### config.mk
export PLATFORM = sky130hd
export DESIGN_NAME = result_display
export DESIGN_NICKNAME = d
export VERILOG_FILES = /design/src/rtl/result_display_pkg.sv /design/src/rtl/result_display_seg7_decode.sv /design/src/rtl/result_display.sv
export SDC_FILE = /design/constraint.sdc
export NUM_CORES = 1
export LEC_CHECK = 0
export ABC_AREA = 1
export CAP_MARGIN = 20
export CORE_UTILIZATION = 57
export CTS_CLUSTER_DIAMETER = 30
export DETAILED_ROUTE_END_ITERATION = 8
export GPL_ROUTABILITY_DRIVEN = 0
export HOLD_SLACK_MARGIN = 0.03
export PLACE_DENSITY = 0.79
export SETUP_SLACK_MARGIN = 0.5
export SLEW_MARGIN = 5
export SYNTH_ARGS = -nofsm -noshare
export SYNTH_HDL_FRONTEND = slang
export SYNTH_HIERARCHICAL = 1
export SYNTH_SLANG_ARGS = --single-unit
### constraint.sdc
create_clock -name clk -period 2.3 [get_ports clk]
set_clock_uncertainty 0.15 [all_clocks]
set_input_delay 0.46 -clock clk [delete_from_list [all_inputs] [get_ports clk]]
set_output_delay 0.46 -clock clk [all_outputs]
set_load 0.05 [all_outputs]
### src/rtl/result_display_pkg.sv
// result_display_pkg: FSM states and active-low seven-segment codes for the result display.
package result_display_pkg;

    typedef enum logic [1:0] {
        BLANK,
        SHOW,
        OVF
    } state_t;

    localparam logic [6:0] SEG_0     = 7'h40;
    localparam logic [6:0] SEG_1     = 7'h79;
    localparam logic [6:0] SEG_2     = 7'h24;
    localparam logic [6:0] SEG_3     = 7'h30;
    localparam logic [6:0] SEG_4     = 7'h19;
    localparam logic [6:0] SEG_5     = 7'h12;
    localparam logic [6:0] SEG_6     = 7'h02;
    localparam logic [6:0] SEG_7     = 7'h78;
    localparam logic [6:0] SEG_8     = 7'h00;
    localparam logic [6:0] SEG_MINUS = 7'h3F;
    localparam logic [6:0] SEG_E     = 7'h06;
    localparam logic [6:0] SEG_BLANK = 7'h7F;

    function automatic logic [6:0] digit_seg(input logic [3:0] mag);
        case (mag)
            4'd0:    return SEG_0;
            4'd1:    return SEG_1;
            4'd2:    return SEG_2;
            4'd3:    return SEG_3;
            4'd4:    return SEG_4;
            4'd5:    return SEG_5;
            4'd6:    return SEG_6;
            4'd7:    return SEG_7;
            4'd8:    return SEG_8;
            default: return SEG_BLANK;
        endcase
    endfunction

endpackage

### src/rtl/result_display_seg7_decode.sv
// seg7_decode: picks the segment pattern for one digit slot of the signed result display.
module seg7_decode
    import result_display_pkg::*;
(
    input  logic [3:0] mag,
    input  logic       neg,
    input  logic       ov,
    input  logic [1:0] idx,
    output logic [6:0] seg
);

    assign seg = idx == 2'd0      ? digit_seg(mag) :
                 idx == 2'd1      ? (neg ? SEG_MINUS : SEG_BLANK) :
                 idx == 2'd3 && ov ? SEG_E :
                 SEG_BLANK;

endmodule

### src/rtl/result_display.sv
// result_display: latches a signed 4-bit result plus overflow and scans it onto a 4-digit seven-segment display.
module result_display
    import result_display_pkg::*;
#(
    parameter int REFRESH_DIV = 100000,
    parameter int BLINK_TICKS = 256
) (
    input  logic       clk,
    input  logic       rst,
    input  logic [3:0] data,
    input  logic       OV,
    input  logic       load,
    output logic [6:0] seg,
    output logic [3:0] an,
    output logic       dp
);

    localparam int RW = REFRESH_DIV > 1 ? $clog2(REFRESH_DIV) : 1;
    localparam int BW = BLINK_TICKS > 1 ? $clog2(BLINK_TICKS) : 1;

    state_t        state, state_n;
    logic [RW-1:0] refresh;
    logic [1:0]    idx;
    logic [BW-1:0] blink;
    logic          blink_off;
    logic [3:0]    data_q;
    logic          ov_q;
    logic          wrap;
    logic          blink_last;
    logic          ovf_entry;
    logic [3:0]    mag;
    logic [6:0]    seg_dec;
    logic [6:0]    seg_d;
    logic [3:0]    an_d;

    assign wrap       = refresh == RW'(REFRESH_DIV - 1);
    assign blink_last = blink == BW'(BLINK_TICKS - 1);
    assign mag        = data_q[3] ? ~data_q + 4'd1 : data_q;
    assign dp         = 1'b1;

    seg7_decode u_dec (
        .mag (mag),
        .neg (data_q[3]),
        .ov  (ov_q),
        .idx (idx),
        .seg (seg_dec)
    );

    // Every load lands in SHOW or OVF purely by its OV flag, whatever the current state.
    always_comb begin
        state_n   = load ? (OV ? OVF : SHOW) : state;
        ovf_entry = state_n == OVF && state != OVF;
        an_d      = 4'hF;
        seg_d     = SEG_BLANK;
        if (state == SHOW || (state == OVF && !blink_off)) begin
            an_d  = ~(4'b0001 << idx);
            seg_d = seg_dec;
        end
    end

    always_ff @(posedge clk) begin
        if (rst) begin
            state     <= BLANK;
            refresh   <= '0;
            idx       <= '0;
            blink     <= '0;
            blink_off <= 1'b0;
            data_q    <= '0;
            ov_q      <= 1'b0;
            seg       <= SEG_BLANK;
            an        <= 4'hF;
        end else begin
            state   <= state_n;
            refresh <= wrap ? '0 : refresh + 1'b1;
            idx     <= idx + 2'(wrap);
            if (load) begin
                data_q <= data;
                ov_q   <= OV;
            end
            if (ovf_entry) begin
                blink     <= '0;
                blink_off <= 1'b0;
            end else if (state == OVF && wrap) begin
                blink     <= blink_last ? '0 : blink + 1'b1;
                blink_off <= blink_off ^ blink_last;
            end
            seg <= seg_d;
            an  <= an_d;
        end
    end

endmodule

==> results of run 1 <==
## kinds of logic after synthesis
| kind of cell | after synthesis | share of synthesized area (%) |
|---|---|---|
| buffers and inverters | 62 | 10.3 |
| AOI/OAI and AO/OA | 37 | 8.31 |
| and+or+nand+nor | 179 | 34.9 |
| xor gates and xnor gates | 7 | 2.59 |
| other | 1 | 0.159 |
| adders and majority gates | 9 | 4.76 |
| DFF | 46 | 39.0 |
## worst paths after layout
kind	start	endpoint	slack (ns)	cells past startpoint
worst max-delay path	data_q[1]	seg[5]	0.53	11
worst min-delay path	refresh[0]	refresh[0]	0.30	1
worst max register to register	data_q[1]	seg[5]	0.53	11
worst min register to register	refresh[0]	refresh[0]	0.30	1
## registers in the layout, indices dropped and copies added, names as in the netlist
| signal | flops |
|---|---|
| refresh | 17 |
| blink | 8 |
| seg | 7 |
| an | 4 |
| data_q | 4 |
| idx | 2 |
| state | 2 |
| blink_off | 1 |
| ov_q | 1 |
## timing repair
action,in CTS,in global routing
buffers inserted,4,1
gates resized for setup,19,25
pin swaps,5,8
cloned,0,0
setup endpoints to repair,18,10
## worst max-delay path, delay by kind of cell, from the launching register on
family / cells / cell delay, ns
buffers and inverters: 3 / 0.21
AND/OR/NAND/NOR: 3 / 0.18
AO/OA/AOI/OAI: 3 / 0.36
adder cells (fa/ha/maj): 2 / 0.39
flip-flops: 1 / 0.37
## layout by cell type (no fill, tap or decap), drive strengths merged
master	instances
nand3	24
inv	58
nor3	9
nor3b	1
nor2	48
o21ai	12
o21a	1
xnor2	3
nor4	1
a31oi	1
clkinv	3
a21oi	23
nand4	8
nand3b	2
xor2	4
buf	7
nand2	84
ha	9
or2	1
clkinvlp	1
or3	1
dfxtp	46
clkdlybuf4s50	7
clkbuf	5
dlygate4sd2	11
conb	1
## metal layers
| metal | up-vias | wire [um] | part of all wire [%] |
|---|---|---|---|
| met2 | 52 | 2160 | 46 |
| met5 | - | 0 | 0 |
| met4 | 0 | 104 | 2.2 |
| met3 | 10 | 186 | 4.0 |
| met1 | 954 | 2250 | 48 |
| li1 | 1123 | - | - |
## through the flow
stage	power (W)	setup WS, ns	cells
2_1_floorplan	0.00100	0.511	341
3_3_place_gp	0.00105	0.320	408
3_5_place_dp	0.00106	0.280	408
4_1_cts	0.00156	0.500	420
5_1_grt	0.00166	0.446	421
6_report	0.00159	0.532	421
## power groups by stage
stage	Clock, W	Sequential (W)	Combinational [W]
6_report	0.000495	0.000831	0.000261
5_1_grt	0.000544	0.000833	0.000284
4_1_cts	0.000512	0.000828	0.000223
3_5_place_dp	0	0.000849	0.000209
3_3_place_gp	0	0.000849	0.000205
2_1_floorplan	0	0.000884	0.000118
## layout make-up
type / instances / area, um^2
Clock inverter: 3 / 21.3
Inverter: 59 / 226
Sequential cell: 46 / 927
Multi-Input combinational cell: 233 / 1320
Timing Repair Buffer: 25 / 226
Fill cell: 324 / 1150
Clock buffer: 5 / 68.8
Tap cell: 50 / 62.6
==> qor.csv, run 1 <==
stage,metric,value,unit
status,status,"finished, final reports clean",
floorplanning,io pins,20,
logic_synthesis,"top cells by area, synth","dfxtp_1, nand2_1, inv_1",
power,switching share of power,28.8,%
placed_design,HPWL Detailed,3280,um
sta,WHS,0.302,ns
clock_network,hold_buf cts,0,
grt,met1 Use GR,29.3,%
floorplanning,Die H,66.4,um
sta,RSZ-0062 raised after global routing,yes,
sta,Setup TNS Final,0,ns
route,DRT Wirelength,4700,um
route,Via density,5.08,
worst_setup_path,CP required,2.34,ns
clock_network,CTS Root Cell,clkbuf_8,
finish,nets,387,
finish,Area growth syn-to-layout,20.6,%
clock_network,CTS tree,done,
sta,pins over their slew limit,0,
power,Cell Int Power,0.00113,W
route,Post-route DRC,0,
power,Clk pwr share,31.2,%
worst_setup_path,worst-path cell chain,inv_4 -> ha_4 -> nand2_4 -> o21ai_4 -> inv_4 -> ha_4 -> nand2_4 -> a21oi_4 -> a21oi_2 -> inv_1 -> nand2_1,
worst_setup_path,Crit Path Max Fanout,5,
grt,antenna violations before repair,0,
finish,proportion of layout cells with a drive suffix above 1,15.6,%
route,via count,2139,
finish,Post-Route Utilization,71.3,%
logic_synthesis,syn avg cell area,6.93,um^2
clock_network,clk buf depth,2,
worst_setup_path,critical path type,reg2reg,
logic_synthesis,Mapped Cells,341,
logic_synthesis,cell taking the most area after synthesis,dfxtp_1,
finish,ANT cells,0,
grt,maximum number of pins on one net before global-route repair,18,
sta,Final Hold Viols,0,
grt,met3 Track Usage GR,5.17,%
placed_design,input/output buffers,18,
route,Final ANT Viol Nets,0,
worst_setup_path,CP endpoint kind,flip-flop,
logic_synthesis,top-area cell type share of the netlist area,39.0,%
floorplanning,Die W,66.4,um
worst_setup_path,WP data arrival,1.81,ns
floorplanning,# rows,23,
sta,period utilization,76.9,%
worst_setup_path,crit path max-delay cell type,dfxtp_2,
grt,total grt overflow,0,
logic_synthesis,Synth async-reset ratio,0,%
hold_path,worst min path class,reg2reg,
logic_synthesis,most common cell in the netlist,nand2_1,
route,DRT Pass-1 Iters,4,
power,power density over cell area,557,mW/mm^2
clock_network,CTS sink count,46,
power,sequential share of power,52.3,%
grt,global-route usage over all layers,22.7,%
power,Comb power frac,16.5,%
grt,first-pass GRT wire length,7610,um
placed_design,Post-DP Area,0.00262,mm^2
logic_synthesis,"EDFF count, synth",0,
power,Leak,1.21,nW
grt,met2 Track Usage GR,36.2,%
clock_network,Skew-Pair Late Insertion Delay,0.30,ns
route,DRT iter0 DRCs,141,
grt,vias in the first global route,1836,
logic_synthesis,Post-Syn Nets,358,
run,maxcap violations,0,
floorplanning,core area,0.00400,mm^2
clock_network,CTS H-tree depth,2,
logic_synthesis,post-synthesis sequential element count,46,
finish,final instance area,0.00285,mm^2
floorplanning,die area,0.00441,mm^2
floorplanning,initial core utilization,59.1,%
sta,# setup viols final,0,
logic_synthesis,cell area after synthesis,0.00236,mm^2
power,Peak VDD IR,0.460,mV
logic_synthesis,synth unique cells,35,
clock_network,"CTS clk-pin slew, worst paths",0.09,ns
logic_synthesis,"Top FF cell, synth",dfxtp_1,
worst_setup_path,critical path startpoint category,flip-flop,
route,Routed WL per cell,11.2,um
grt,GRT Max-Usage Layer,met2,
logic_synthesis,"top cells by count, synth","nand2_1, inv_1, dfxtp_1, nor2_1",
sta,min Tclk post-route,1.77,ns
worst_setup_path,"Largest stage delay, worst path",0.37,ns
power,Net Sw Power,0.000457,W
logic_synthesis,sequential share of the synthesized area,39.0,%
logic_synthesis,yosys warns,6,
sta,Fmax achieved,565,MHz
clock_network,TritonCTS buffer count,5,
No activity file was read; power rests on OpenSTA's default activity.
==> inputs of run 2 (changes only) <==
- CORE_UTILIZATION: 57 -> 52
- PLACE_DENSITY: 0.79 -> 0.76
- clock period: 2.3 -> 1.5 ns (I/O delays scaled with it)
==> run 2 against run 1 <==
Utilization rose by 15 points. Worst setup slack got worse by 0.81 ns. Clock power rose by 61%. Hold slack got worse by 0.074 ns. Clock-buffer cell count rose by 2. First-iteration DRC count rose by 47%. Highest routed layer unchanged. The run now ends with negative setup slack left.
==> qor.csv, run 2 (synthesized netlist as in run 1, its figures left out) <==
stage,metric,value,unit
worst_setup_path,Crit Path Max Fanout,6,
worst_setup_path,critical path startpoint category,flip-flop,
finish,proportion of layout cells with a drive suffix above 1,45.2,%
grt,antenna violations before repair,0,
clock_network,CTS H-tree depth,2,
finish,max reg flops,17,
sta,period utilization,119,%
floorplanning,# rows,24,
clock_network,hold_buf cts,0,
grt,total grt overflow,0,
route,Via density,5.41,
floorplanning,core area,0.00435,mm^2
sta,final setup margin,-0.283,ns
grt,first-pass GRT wire length,11000,um
finish,Area growth syn-to-layout,59.6,%
floorplanning,initial core utilization,54.3,%
finish,Fillers,200,
route,DRT Pass-1 Iters,4,
worst_setup_path,CP required,1.59,ns
sta,min Tclk post-route,1.78,ns
sta,Final Hold Viols,0,
placed_design,Post-DP Area,0.00322,mm^2
route,Routed WL per cell,16.1,um
route,DRT iter0 DRCs,207,
clock_network,clk buf depth,2,
finish,"Most flops, register",refresh,
power,Peak VDD IR,0.610,mV
worst_setup_path,critical path type,reg2reg,
placed_design,input/output buffers,18,
power,Pwr Total,0.00265,W
grt,global-route usage over all layers,29.2,%
clock_network,"CTS clk-pin slew, worst paths",0.08,ns
worst_setup_path,R2R Setup Slk,-0.28,ns
run,maxcap violations,0,
floorplanning,io pins,20,
sta,Fmax achieved,561,MHz
finish,top flop regs,"refresh (17), blink (8), seg (7)",
finish,ANT cells,0,
finish,"leading cell type in the layout, fill and taps excluded",nand2_1,
grt,maximum number of pins on one net before global-route repair,14,
finish,register area,962,um^2
route,Post-route DRC,0,
worst_setup_path,CP endpoint kind,flip-flop,
clock_network,CTS tree,done,
sta,RSZ-0062 raised after global routing,yes,
route,DRT Wirelength,7580,um
hold_path,worst min path class,in2reg,
power,Leak,1.60,nW
placed_design,HPWL Detailed,4020,um
power,power density over cell area,702,mW/mm^2
floorplanning,Die W,69.4,um
sta,Setup TNS Final,-5.65,ns
finish,"commonest non-fill, non-tap cells in the layout","nand2_1, buf_4, inv_1",
finish,area occupied by multi-input gates,0.00165,mm^2
route,Final ANT Viol Nets,0,
grt,vias in the first global route,2373,
clock_network,Skew-Pair Late Insertion Delay,0.31,ns
worst_setup_path,WP data arrival,1.88,ns
clock_network,CTS Root Cell,clkbuf_8,
finish,nets,436,
clock_network,TritonCTS buffer count,5,
finish,Post-Route Utilization,86.6,%
sta,pins over their slew limit,0,
floorplanning,Die H,69.4,um
status,status,"finished, violations left",
route,via count,2555,
clock_network,CTS sink count,46,
floorplanning,die area,0.00482,mm^2
finish,final instance area,0.00377,mm^2
sta,# setup viols final,35,
status,failing checks,negative setup slack,
==> run 2: repair_timing <==
| item | CTS | global route |
|---|---|---|
| gates resized for setup | 45 | 41 |
| setup endpoints to repair | 57 | 55 |
| cloned | 3 | 0 |
| hold endpoints to repair | 0 | 0 |
| buffers inserted | 9 | 4 |
| pin swaps | 32 | 24 |
==> run 2: critical path: stages (launching register included) <==
cell,delay [ns]
dfxtp_4,0.36
inv_4,0.04
ha_4,0.15
nor2_4,0.10
xnor2_2,0.13
inv_2,0.09
nor2_1,0.21
nand2_1,0.12
nand3_1,0.12
nand2_1,0.07
nand2_1,0.06
inv_1,0.05
nand2_1,0.08
==> run 2: final cells by class <==
type                    instances  area share (%)
flip-flops and latches         46            25.5
clock buffers                   7            2.29
inverters                      59            6.24
clock inverters                 1           0.133
repair buffers                 72            20.5
multi-input cells             235            43.6
well taps                      52            1.72
==> run 2: worst paths after layout <==
path | start | end | cells after the start
max | data_q[0] | seg[6] | 12
min | rst | state[1] | 3
max reg2reg | data_q[0] | seg[6] | 12
min reg2reg | ov_q | ov_q | 2
==> run 2: where the power goes <==
part / switching (W) / internal [W] / leakage (nW) / total, W
combinational: 0.000305 / 0.000262 / 1.18 / 0.000567
sequential: 0.0000324 / 0.00125 / 0.377 / 0.00129
clock: 0.000423 / 0.000372 / 0.0482 / 0.000795
total: 0.000760 / 0.00189 / 1.60 / 0.00265
==> run 2: per-layer routing <==
metal	routed length, um	vias to the layer above	track usage (%)	part of all wire (%)
li1	-	1233	-	-
met1	3050	1188	34.4	40
met2	3730	93	48.9	49
met3	375	41	6.69	4.9
met4	419	0	15.9	5.5
met5	0	-	0	0
==> run 2: through the flow <==
step	setup slack, ns	hold WS [ns]	cells
floorplan	-0.156	0.219	341
global placement	-0.313	0.279	448
detailed placement	-0.369	0.284	448
CTS	-0.233	0.315	468
global route	-0.312	0.232	472
finish	-0.283	0.228	472
